$ cat src/rtl/led_pkg.sv
// Shared types and constants for the LED pattern sequencer.
package led_pkg;

    typedef enum logic [1:0] {
        MODE_CHASE  = 2'd0,
        MODE_BOUNCE = 2'd1,
        MODE_BLINK  = 2'd2,
        MODE_FILL   = 2'd3
    } mode_e;

    typedef enum logic [1:0] {
        IDLE = 2'd0,
        RUN  = 2'd1,
        HOLD = 2'd2
    } seq_state_e;

    // Shape of the pattern loaded when a mode starts.
    typedef enum logic {
        INIT_SINGLE = 1'b0, // only bit 0 lit
        INIT_ALL_ON = 1'b1  // every LED lit
    } init_kind_e;

    localparam logic DIR_UP   = 1'b1;
    localparam logic DIR_DOWN = 1'b0;

    function automatic init_kind_e init_kind(input mode_e m);
        return (m == MODE_BLINK) ? INIT_ALL_ON : INIT_SINGLE;
    endfunction

endpackage

$ cat src/rtl/led_tick_prescaler.sv
// Divides clk into one-cycle step ticks every TICK_DIV counted cycles.
// The count is held while run is low and forced to zero by restart.
module led_tick_prescaler #(
    parameter int unsigned TICK_DIV = 10_000_000
) (
    input  logic clk,
    input  logic reset,
    input  logic run,
    input  logic restart,
    output logic tick
);

    localparam int unsigned CW = (TICK_DIV > 1) ? $clog2(TICK_DIV) : 1;
    localparam logic [CW-1:0] CNT_MAX = CW'(TICK_DIV - 1);

    logic [CW-1:0] cnt_q, cnt_d;

    // Next count and terminal-count tick; restart wins over run.
    always_comb begin
        cnt_d = cnt_q;
        tick  = 1'b0;
        if (restart) begin
            cnt_d = '0;
        end else if (run) begin
            if (cnt_q == CNT_MAX) begin
                cnt_d = '0;
                tick  = 1'b1;
            end else begin
                cnt_d = cnt_q + 1'b1;
            end
        end
    end

    // Count register.
    always_ff @(posedge clk) begin
        if (reset) begin
            cnt_q <= '0;
        end else begin
            cnt_q <= cnt_d;
        end
    end

endmodule

$ cat src/rtl/led_pattern_sequencer.sv
// 16-LED bank sequencer: chase, bounce, blink and fill patterns under
// run/pause/clear control. Optional brightness PWM when LED_PWM_EN is defined.
module led_pattern_sequencer
    import led_pkg::*;
#(
    parameter int unsigned N_LEDS   = 16,
    parameter int unsigned TICK_DIV = 10_000_000,
    parameter int unsigned PWM_BITS = 4
) (
    input  logic                clk,
    input  logic                reset,
    input  logic                enable,
    input  logic                clear,
    input  logic [1:0]          mode,
    input  logic                mode_load,
    input  logic [PWM_BITS-1:0] brightness,
    output logic [N_LEDS-1:0]   led,
    output logic                step,
    output logic                busy
);

    localparam logic [N_LEDS-1:0] PAT_SINGLE = {{(N_LEDS-1){1'b0}}, 1'b1};
    localparam logic [N_LEDS-1:0] PAT_ALL_ON = {N_LEDS{1'b1}};

    seq_state_e        state_q, state_d;
    mode_e             mode_q, mode_d;
    logic              dir_q, dir_d;
    logic [N_LEDS-1:0] pat_q, pat_d;
    logic              step_q;

    logic              tick, restart, run;
    logic [N_LEDS-1:0] pat_next;
    logic              dir_next;
    logic [N_LEDS-1:0] init_new, init_cur;

    assign init_new = (init_kind(mode_e'(mode)) == INIT_ALL_ON) ? PAT_ALL_ON : PAT_SINGLE;
    assign init_cur = (init_kind(mode_q) == INIT_ALL_ON) ? PAT_ALL_ON : PAT_SINGLE;

    // Prescaler sits at zero in IDLE and restarts on clear or a pattern reload.
    // It counts on every enabled cycle outside IDLE, including the HOLD->RUN
    // cycle, so a pause costs exactly the cycles spent paused.
    assign restart = (state_q == IDLE) || clear || mode_load;
    assign run     = enable && (state_q != IDLE);

    led_tick_prescaler #(
        .TICK_DIV (TICK_DIV)
    ) u_prescaler (
        .clk     (clk),
        .reset   (reset),
        .run     (run),
        .restart (restart),
        .tick    (tick)
    );

    // Pattern advance for the latched mode.
    always_comb begin
        pat_next = pat_q;
        dir_next = dir_q;
        case (mode_q)
            MODE_CHASE:  pat_next = {pat_q[N_LEDS-2:0], pat_q[N_LEDS-1]};
            MODE_BOUNCE: begin
                if (dir_q == DIR_UP) begin
                    if (pat_q[N_LEDS-1]) begin
                        pat_next = pat_q >> 1;
                        dir_next = DIR_DOWN;
                    end else begin
                        pat_next = pat_q << 1;
                    end
                end else begin
                    if (pat_q[0]) begin
                        pat_next = pat_q << 1;
                        dir_next = DIR_UP;
                    end else begin
                        pat_next = pat_q >> 1;
                    end
                end
            end
            MODE_BLINK:  pat_next = ~pat_q;
            MODE_FILL:   pat_next = (&pat_q) ? '0 : {pat_q[N_LEDS-2:0], 1'b1};
            default:     pat_next = pat_q;
        endcase
    end

    // Control FSM: clear > mode_load > enable.
    always_comb begin
        state_d = state_q;
        mode_d  = mode_q;
        dir_d   = dir_q;
        pat_d   = pat_q;
        if (clear) begin
            state_d = IDLE;
            pat_d   = '0;
            dir_d   = DIR_UP;
        end else if (mode_load) begin
            mode_d = mode_e'(mode);
            if (state_q != IDLE) begin
                pat_d = init_new;
                dir_d = DIR_UP;
                if (state_q == RUN && !enable) begin
                    state_d = HOLD;
                end
            end
        end else begin
            case (state_q)
                IDLE: begin
                    if (enable) begin
                        state_d = RUN;
                        pat_d   = init_cur;
                        dir_d   = DIR_UP;
                    end
                end
                RUN:     if (!enable) state_d = HOLD;
                HOLD:    if (enable) state_d = RUN;
                default: state_d = IDLE;
            endcase
            // tick is already suppressed on clear/mode_load cycles
            if (tick) begin
                pat_d = pat_next;
                dir_d = dir_next;
            end
        end
    end

    // Sequencer state registers.
    always_ff @(posedge clk) begin
        if (reset) begin
            state_q <= IDLE;
            mode_q  <= MODE_CHASE;
            dir_q   <= DIR_UP;
            pat_q   <= '0;
            step_q  <= 1'b0;
        end else begin
            state_q <= state_d;
            mode_q  <= mode_d;
            dir_q   <= dir_d;
            pat_q   <= pat_d;
            step_q  <= tick;
        end
    end

    assign step = step_q;
    assign busy = (state_q != IDLE);

`ifdef LED_PWM_EN
    logic [PWM_BITS-1:0] pwm_cnt_q, pwm_cnt_d;
    logic [N_LEDS-1:0]   led_q, led_d;

    // Free-running duty counter and gated LED drive.
    always_comb begin
        pwm_cnt_d = pwm_cnt_q + 1'b1;
        led_d     = pat_d & {N_LEDS{pwm_cnt_q < brightness}};
    end

    // PWM counter and LED output registers.
    always_ff @(posedge clk) begin
        if (reset) begin
            pwm_cnt_q <= '0;
            led_q     <= '0;
        end else begin
            pwm_cnt_q <= pwm_cnt_d;
            led_q     <= led_d;
        end
    end

    assign led = led_q;
`else
    logic unused_brightness;
    assign unused_brightness = ^brightness;
    assign led = pat_q;
`endif

endmodule

$ cat config.mk
export PLATFORM = sky130hd
export DESIGN_NAME = led_pattern_sequencer
export DESIGN_NICKNAME = d
export VERILOG_FILES = /design/src/rtl/led_pkg.sv /design/src/rtl/led_tick_prescaler.sv /design/src/rtl/led_pattern_sequencer.sv
export SDC_FILE = /design/constraint.sdc
export NUM_CORES = 1
export LEC_CHECK = 0
export BUFFER_PORTS_ARGS = -buffer_cell sky130_fd_sc_hd__clkbuf_2
export CORE_ASPECT_RATIO = 1.2
export CORE_MARGIN = 3
export CORE_UTILIZATION = 52
export DETAILED_ROUTE_END_ITERATION = 10
export GPL_TIMING_DRIVEN = 0
export PLACE_DENSITY = 0.84
export SYNTH_ARGS = -nofsm -noshare
export SYNTH_HDL_FRONTEND = slang
export SYNTH_SLANG_ARGS = --single-unit
$ cat constraint.sdc
create_clock -name clk -period 1.82 [get_ports clk]
set_input_delay 0 -clock clk [delete_from_list [all_inputs] [get_ports clk]]
set_output_delay 0 -clock clk [all_outputs]
set_load 0.02 [all_outputs]
### Word level (Yosys, flattened, before mapping)

Index checks and enable logic that the tools add are counted.

* flip-flop bits (word level): 46
* bits in latches: 0
* bits in writable memories: 0
* bits in read-only memories: 0
* input bits: 11
* output and inout port bits: 18
* logic and storage cells: 72
* memories kept: 0

* add/sub/neg operators: 1
* multipliers: 0
* div/mod/pow operators: 0
* magnitude comparators: 0
* eq/ne operators: 12
* shifts and indexed selects: 0
* mux-type cells: 33
* bitwise operators: 2
* reductions and logical operators: 18

Operators by type and width (number)
* $mux 16: 11
* $pmux 16 s4: 1
* $add 24x1->24 const B: 1
* $eq 24x24->1 const B: 1
* $mux 24: 1
* $not 16->16: 1
* $reduce_and 16->1: 1
* $mux 1: 14
* $mux 2: 5
* $eq 2x2->1 const B: 4
* $reduce_and 4->1: 2
* $reduce_bool 3->1: 2
* $reduce_or 2->1: 3
* $eq 2x1->1 const B: 2
* $logic_not 2->1: 2
* $ne 2x1->1 const B: 2
* $pmux 2 s2: 1
* $ne 3x1->1 const B: 1
* $ne 3x2->1 const B: 1
* $ne 3x3->1 const B: 1
* $reduce_and 3->1: 1
* $logic_and 1x1->1: 2
* $logic_or 1x1->1: 2
* $reduce_and 2->1: 1
* 3 further kinds: 3

### Longest topological paths before layout

Gate-level depths: netlist of the first run.

* word-level depth: 7
* gate-level depth with buffers: 7
* depth with buffers taken out: 6

### Modules after synthesis

Synthesis of the first run repeated with hierarchy kept, for this count alone.

* cells, all modules: 314
* area, all modules: 2519.9 um^2

Modules (own cells, without submodules)
* led_pattern_sequencer: times used 1, cells an instance 178, area an instance 1316.3 um^2, seq. area each 440.4 um^2
* led_tick_prescaler: times used 1, cells an instance 136, area an instance 1203.7 um^2, seq. area each 480.5 um^2

### Least setup slack after synthesis of the first run

OpenSTA, ideal clock, no wires.

* path kind: flip-flop to flip-flop
* from: register u_prescaler.cnt_q[0]
* to: register pat_q[0], in the netlist led[0]
* library setup time: 0.116 ns
* arrival time: 1.805 ns
* data required time: 1.704 ns
* path slack: -0.101 ns
* cell stages (with the launch flop): 7
* buffers on the path: 0
* period minus slack after synthesis: 1.921 ns
* cell sequence: dfxtp_1 -> ha_1 -> o2111a_2 -> nand2b_2 -> or4_4 -> a2111o_1 -> o211a_1

* cells in the longest elaborated chain, start to end: 6
* elaborated cells between the ends (all ways): 9
* those cells by class: eq/ne (1); mux (5); reduce/logical (3)

RTL lines
* start: declaration: RTL line led_tick_prescaler.sv:16 `logic [CW-1:0] cnt_q, cnt_d;`
* start signal: assignment: RTL line led_tick_prescaler.sv:39 `cnt_q <= cnt_d;`
* $eq 24x24->1 *: RTL line led_tick_prescaler.sv:25 `if (cnt_q == CNT_MAX) begin`
* $mux 1 *: RTL line led_tick_prescaler.sv:25
* $mux 1 *: RTL line led_tick_prescaler.sv:24 `end else if (run) begin`
* $mux 1 *: RTL line led_tick_prescaler.sv:22 `if (restart) begin`
* $reduce_bool 3->1 (no source line) or $mux 16 (tied branches)
* $reduce_and 3->1 (no source line) or $mux 16 (tied branches)
* end signal: assignment: RTL line led_pattern_sequencer.sv:136 `pat_q <= pat_d;`
* end: declaration: RTL line led_pattern_sequencer.sv:28 `logic [N_LEDS-1:0] pat_q, pat_d;`

Mark *: on every way between the ends. The rest lies on a longest branch, timed or not.
A chain may end at the register's enable or synchronous reset.

### Worst setup path in the final report of the first run

* from: register u_prescaler.cnt_q[16]
* to: register u_prescaler.cnt_q[17]

* cells in the longest elaborated chain, start to end: 2
* elaborated cells between the ends (all ways): 3
* those cells by class: add/sub (1); eq/ne (1); mux (1)

RTL lines (RTL line)
* $add 24x1->24 or $eq 24x24->1 (tied branches): led_tick_prescaler.sv:29, led_tick_prescaler.sv:25
* $mux 24 *: led_tick_prescaler.sv:25

Marks and branches as above.

==> metrics.md, run 1 <==
| Metric | Value |
|---|---|
| Period utilization | 1.09 |
| Hold Crit Class | primary input to register |
| Post-synth EDFFs | 0 |
| Tot Pwr | 0.00205 W |
| Critical-path maximum fanout | 6 |
| Required time of the critical path | 2.02 ns |
| Sequential share of the synthesized area | 0.364 |
| Pin count of the biggest net entering global routing | 15 |
| Main area contributors after synthesis | dfxtp_1 36%, nor2_1 6.7%, xor2_1 5.2% |
| Leakage power | 1.23 nW |
| Worst Reg2Reg Path Length in Cells | 8 |
| FF+latch count, synth | 46 |
| Antenna Cells | 0 |
| CTS tree | built |
| Clock Tree Root | clkbuf_8 |
| Worst slack, placed | -0.242 ns |
| Layout Skew | 0.00965 ns |
| Post-Syn Instances | 297 |
| Clock buffer count from CTS | 5 |
| Count of input and output buffers | 23 |
| Min Tclk post-route | 1.98 ns |
| Synth cell types | 53 |
| RSZ-0062 raised after global routing | true |
| Post-route worst setup slack | -0.164 ns |
| Remaining antenna violation count after routing | 0 |
| Failing checks | negative setup slack |
| Clock Latency Late Sink | 0.31 ns |
| Die area | 5750 sq um |
| Vias/cell | 6.37 |
| Number of stages on the worst setup path | 8 |
| Async S/R FF share, synth | 0 |
| Final hold violations | 0 |
| Std-Cell Rows | 27 |
| Cell mode on critical path | nand3_4 |
| Initial drt markers | 220 |
| CTS H-tree depth | 2 |
| Share of layout cells above drive strength 1 | 0.349 |
| Hold Crit Depth | 3 |
| PwrDens | 619 nW/um^2 |
| CP endpoint kind | register |
| Slew headroom | 0.561 |
| Synth Cell Area | 2530 sq um |
| Final HPWL DP | 4070 microns |
| Antenna violations before repair | 0 |
| CP arrival | 2.19 ns |
| # DRC | 0 |
| Crit path buffers/inverters | 3 |
| Final setup fails | 39 |
| Mean Syn Cell Area | 8.53 sq um |
| Longest Clk Path Bufs | 2 |
| Max_cap viols | 0 |
| Total GRT Usage | 0.241 |
| CORE AREA | 4660 sq um |
| Status | finished with violations |
| Top_reg_cell synth | dfxtp_1 |
| Syn-to-layout area delta | 30.5% |
| NumNets Final | 361 |
| Path type of the worst setup path | register to register |
| Routability cong. | 0.894 |
| Overall routed net length | 7260 microns |
| Crit-path cells | nor4b_4 -> nand3_4 -> buf_4 -> buf_6 -> or3_4 -> nand3_4 -> clkbuf_16 -> nor2_1 |
| Vias in the first global route | 2416 |
| Max incr delay on CP | 0.37 ns |
| CP Launch Type | register |
| # fillers | 334 |
| Synth warn | 0 |
| CP max stage cell | dfxtp_4 |
| Routed WL per cell | 17.8 microns |
| First-pass GRT wire length | 11200 microns |
| Clock sink total | 46 |
| Die W | 69.7 microns |
| Delay-heaviest family, CP | simple AND/OR/NAND/NOR gates |
| Syn_nets | 309 |
| IO Count | 29 |
| Initial Util | 0.543 |
| Worst VDD drop | 0.000539 V |
| Overall die height | 82.4 microns |
| Fin. max-slew vios | 0 |
| Largest area contributor in the netlist | dfxtp_1 |
| DRT Pass-1 Iters | 5 |
| Clock-pin slew on the worst setup and hold paths | 0.09 ns |
| Worst-Margin Slew | 0.656 ns |
| Top-area cell type share of the netlist area | 0.364 |
| Total gr overflow | 0 |
| FMAX | 504 MHz |
| Vias | 2599 |
-- path summary, 6_finish.rpt --
check / startpoint / to / slack (ns)
worst min register to register: u_prescaler.cnt_q[23] / u_prescaler.cnt_q[23] / 0.49
worst max register to register: u_prescaler.cnt_q[16] / u_prescaler.cnt_q[17] / -0.16
worst max-delay path: u_prescaler.cnt_q[16] / u_prescaler.cnt_q[17] / -0.16
worst min-delay path: enable / u_prescaler.cnt_q[1] / 0.03
-- routing by layer --
layer  track usage  routed length, microns  up-vias
met1         0.285                    2930     1244
met4         0.102                     168        0
li1              -                       -     1208
met5             0                       0        -
met2         0.425                    3650      128
met3        0.0557                     508       19
-- Yosys cell counts, types with 2 or more instances --
| cell type | count |
|---|---|
| or2_2 | 2 |
| mux2i_1 | 3 |
| or3_1 | 3 |
| o21ai_0 | 5 |
| a221oi_1 | 12 |
| a31oi_1 | 3 |
| nand4_1 | 12 |
| xnor2_1 | 7 |
| a211oi_1 | 13 |
| nor4b_4 | 2 |
| a21oi_1 | 9 |
| a2111o_1 | 2 |
| nand3_1 | 13 |
| and4_1 | 3 |
| nor3_1 | 14 |
| and2_1 | 3 |
| clkbuf_1 | 7 |
| and3_1 | 7 |
| nand2b_1 | 5 |
| nor2_1 | 45 |
| inv_1 | 3 |
| o31ai_1 | 4 |
| dfxtp_1 | 46 |
| nand2_1 | 18 |
| a211o_1 | 2 |
| nor2b_1 | 3 |
| buf_4 | 2 |
| xor2_1 | 15 |
| and4bb_2 | 2 |
| o21bai_1 | 3 |
| buf_2 | 7 |
-- worst min-delay path, stage by stage --
cell and delay (ns):
buf_2 0.15, nand3_1 0.09, a21oi_1 0.05
-- cell type report --
type | instances | area, sq um | share of cell area
clock buffer | 6 | 72.6 | 0.0220
timing repair buffer | 48 | 380 | 0.115
buffer | 14 | 100 | 0.0303
sequential | 46 | 948 | 0.287
inverter | 4 | 15.0 | 0.00454
clock inverter | 2 | 37.5 | 0.0114
tap | 58 | 72.6 | 0.0220
multi-input combinational | 230 | 1680 | 0.508
-- cell families (layout without fill, tap and decap cells) --
logic type,after synthesis,count (layout),share of synthesized area
compound gates,62,62,0.185
xor+xnor,22,22,0.0761
buf+inv,21,74,0.0405
mux,3,3,0.0119
simple gates,142,142,0.318
fa+ha+maj,1,1,0.00494
flops,46,46,0.364
-- state kept, by name (all words and copies together) (netlist names) --
signal,cells
u_prescaler.cnt_q,24
led,16
step,1
mode_q,2
state_q,2
dir_q,1
-- stage by stage --
stage	instances	hold WS, ns	TNS (ns)	util	area (sq um)
after detailed placement	378	0.209	-6.44	0.588	2740
after floorplan	297	0.0724	-0.0377	-	2550
final	408	0.0292	-4.58	0.709	3310
after global routing	408	0.0640	-7.13	0.709	3310
after CTS	405	0.0229	-1.56	0.671	3130
after global placement	378	0.210	-4.69	0.588	2740
-- power breakdown --
part           internal [W]  switching, W  leakage, nW
logic             0.0000865      0.000140        0.802
registers           0.00102     0.0000275        0.381
clock network      0.000410      0.000365       0.0514
-- placed cells by master, fill, tap and decap left out, drive strengths merged, types with 4 or more instances in the layout --
master,instances
xnor2,7
xor2,15
inv,4
o31ai,4
nand2,18
a211oi,13
buf,28
nor3,15
nor2,45
nand3,15
a221oi,12
and3,7
o21ai,5
clkbuf,37
nand4,12
nand2b,6
a21oi,9
dfxtp,46
-- repair_timing --
| item | 4_1_cts | 5_1_grt |
|---|---|---|
| setup buffers | 15 | 4 |
| hold endpoints to repair | 2 | 0 |
| hold buffers | 3 | 0 |
| pin swaps | 13 | 10 |
| setup endpoints to repair | 38 | 39 |
| cloned | 2 | 2 |
| gates resized for setup | 34 | 40 |
(Power assumes the default switching activity.)
==> inputs of run 2 (changes only) <==
Settings changed: CTS_BUF_LIST set to sky130_fd_sc_hd__clkbuf_8 sky130_fd_sc_hd__clkbuf_16, SYNTH_HIERARCHICAL set to 1.
==> metrics.md, run 2 <==
| Metric | Value |
|---|---|
| Status | finished with violations |
| Failing checks | negative setup slack |
| Total GRT Usage | 0.259 (+0.0185) |
| PwrDens | 602 nW/um^2 (-2.8%) |
| # DRC | 0 (unchanged) |
| Final core utilization | 0.745 (+0.0360) |
| Vias in the first global route | 2564 (+6.1%) |
| Hold Path End | state_q[1] |
| Max Used Layer | met4 |
| Syn-to-layout area delta | 36.8% |
| Non-Filler Instances | 440 (+7.8%) |
| Antenna Cells | 0 (unchanged) |
| Synth cell types | 55 (+3.8%) |
| Post-synth EDFFs | 0 (unchanged) |
| Final hold violations | 0 (unchanged) |
| Most common cell after layout, fill and taps aside | nor2_1 |
| Largest area contributor in the netlist | dfxtp_1 |
| Worst VDD drop | 0.000456 V (-15%) |
| Main area contributors after synthesis | dfxtp_1 37%, nor2_1 8.0%, xnor2_1 4.9% |
| Initial Util | 0.544 (+0.00126) |
| Vias | 2730 (+5.0%) |
| FMAX | 399 MHz (-21%) |
| Layout Skew | 0.0159 ns (+0.00628 ns) |
| Largest Register | u_prescaler/cnt_q |
| NumNets Final | 394 (+9.1%) |
| CP endpoint kind | register |
| Overall die height | 82.3 microns (-0.23%) |
| Final HPWL DP | 4140 microns (+1.8%) |
| Std-Cell Rows | 27 (unchanged) |
| Hold Crit Depth | 4 (+1) |
| Clock Latency Late Sink | 0.31 ns (about the same) |
| Top-area cell type share of the netlist area | 0.365 (+0.00181) |
| WL met3 | 403 microns (-21%) |
| Initial drt markers | 250 (+14%) |
| Clock buffer count from CTS | 5 (unchanged) |
| Overall routed net length | 7600 microns (+4.7%) |
| Required time of the critical path | 2.04 ns (+0.02 ns) |
| RSZ-0062 raised after global routing | true |
| CORE AREA | 4630 sq um (-0.72%) |
| Final TNS setup | -13.31 ns (-8.73 ns) |
| Longest Clk Path Bufs | 2 (unchanged) |
| Remaining antenna violation count after routing | 0 (unchanged) |
| IO Count | 29 (unchanged) |
| Clock Tree Root | clkbuf_8 |
| Commonest cells after routing, fill and taps aside | 40 x nor2_1, 34 x dfxtp_1, 25 x buf_4 |
| Async S/R FF share, synth | 0 (unchanged) |
| Most frequent cells after synthesis | 54 x nor2_1, 46 x dfxtp_1, 24 x a21oi_1 |
| Synth Cell Area | 2520 sq um (-0.49%) |
| Routability cong. | 0.843 (-5.7%) |
| Placed instance count | 396 (+4.8%) |
| Reg2Reg Capture Point | led[3] |
| Slew headroom | 0.567 (+0.00564) |
| Worst-Margin Slew | 0.641 ns (-0.0151 ns) |
| Vias/cell | 6.20 (-2.6%) |
| Final setup fails | 39 (unchanged) |
| CTS tree | built |
| Max_cap viols | 0 (unchanged) |
| Leakage power | 1.27 nW (+3.0%) |
| Die area | 5720 sq um (-0.46%) |
| Routed WL per cell | 17.3 microns (-2.9%) |
| Setup slack, reg-to-reg | -0.69 ns (-0.52 ns) |
| Top_reg_cell synth | dfxtp_1 |
| Count of input and output buffers | 24 (+4.3%) |
| # fillers | 318 (-4.8%) |
| FF+latch count, synth | 46 (unchanged) |
| Post-Syn Instances | 314 (+5.7%) |
| Hold Crit Class | primary input to register |
| Min Tclk post-route | 2.51 ns (+0.524 ns) |
| Max reg flops | 24 (unchanged) |
| Fin. max-slew vios | 0 (unchanged) |
| Pin count of the biggest net entering global routing | 14 (-1) |
| First-pass GRT wire length | 11800 microns (+5.7%) |
| Top-count cell post-synth | nor2_1 |
| Share of layout cells above drive strength 1 | 0.385 (+0.0362) |
| Die W | 69.5 microns (-0.23%) |
| CTS H-tree depth | 2 (unchanged) |
| Mean Syn Cell Area | 8.03 sq um (-5.9%) |
| Period utilization | 1.38 (+0.288) |
| DRT Pass-1 Iters | 6 (+1) |
| RR Startpoint | u_prescaler/cnt_q[11] |
| WL met1 | 2760 microns (-5.9%) |
| Sequential share of the synthesized area | 0.365 (+0.00181) |
| Clock sink total | 46 (unchanged) |
| CP Launch Type | register |
| Syn_nets | 326 (+5.5%) |
| Critical-path maximum fanout | 5 (-1) |
| Critical hold path startpoint | enable |
| Post-route worst setup slack | -0.688 ns (-0.524 ns) |
| Worst Reg2Reg Path Length in Cells | 10 (+2) |
| Total gr overflow | 0 (unchanged) |
| Path type of the worst setup path | register to register |
| Synth warn | 6 (+6) |
| CP arrival | 2.73 ns (+0.54 ns) |
| Clock-pin slew on the worst setup and hold paths | 0.10 ns (about the same) |
| Met2 wire length | 4080 microns (+12%) |
| Antenna violations before repair | 0 (unchanged) |
==> run 2: final cells by class <==
class	count	area [sq um]	area share
multi-input cells	245	1740	0.506
flip-flops and latches	46	943	0.274
repair buffers	62	449	0.130
plain buffers	14	96.3	0.0279
clock buffers	6	82.6	0.0239
well taps	58	72.6	0.0210
clock inverters	1	30.0	0.00871
inverters	8	30.0	0.00871
==> run 2: how the worst max path moves through the flow <==
| stage | from | end | slack [ns] | cells after the start |
|---|---|---|---|---|
| global placement | u_prescaler/cnt_q[12] | led[14] | -0.75 | 9 |
| floorplan | u_prescaler/cnt_q[14] | led[13] | -0.48 | 10 |
| detailed placement | u_prescaler/cnt_q[14] | led[14] | -0.80 | 9 |
| CTS | u_prescaler/cnt_q[11] | led[13] | -0.52 | 10 |
| finish | u_prescaler/cnt_q[11] | led[3] | -0.69 | 10 |
| global route | u_prescaler/cnt_q[11] | led[10] | -0.75 | 11 |
==> run 2: repair_timing <==
item	in CTS	in global routing
setup endpoints to repair	35	39
hold buffers	4	0
setup buffers	39	13
hold endpoints to repair	3	0
resized for setup	46	37
pin swaps	21	17
cloned	3	0
==> run 2: cell families after synthesis <==
group           Yosys count  share of synthesized area
compound gates           86                      0.223
xor+xnor                 15                     0.0521
fa+ha+maj                 1                    0.00496
buf+inv                  23                     0.0467
flops                    46                      0.365
mux                       3                     0.0124
simple gates            140                      0.295
==> run 2: worst max-delay path, cell delays in order, from the launching register on <==
cell,delay (ns)
dfxtp_4,0.35
or4b_4,0.56
nor4_4,0.26
nand3_2,0.16
nor2_4,0.19
nor2_4,0.05
a22o_1,0.23
o21ai_2,0.24
buf_6,0.16
o22ai_1,0.07
a21o_1,0.16
==> run 2: where the power goes <==
| group | total [W] | switching, W | leakage (nW) | internal [W] |
|---|---|---|---|---|
| registers | 0.00105 | 0.0000275 | 0.379 | 0.00102 |
| clock network | 0.000801 | 0.000361 | 0.0573 | 0.000440 |
| logic | 0.000229 | 0.000128 | 0.835 | 0.000101 |
==> run 2: stage by stage <==
step | hold slack [ns] | worst slack [ns] | total power, W | area [sq um]
2_1_floorplan | 0.0691 | -0.481 | 0.00119 | 2580
3_3_place_gp | 0.238 | -0.747 | 0.00125 | 2770
3_5_place_dp | 0.251 | -0.802 | 0.00125 | 2770
4_1_cts | 0.0378 | -0.516 | 0.00206 | 3280
5_1_grt | 0.0709 | -0.754 | 0.00215 | 3450
6_report | 0.0383 | -0.688 | 0.00208 | 3450
==> run 2: per-layer routing <==
layer  track usage  vias up
met5             0        -
met4         0.137        0
met3        0.0521       34
met2         0.517      130
met1         0.253     1289
li1              -     1277
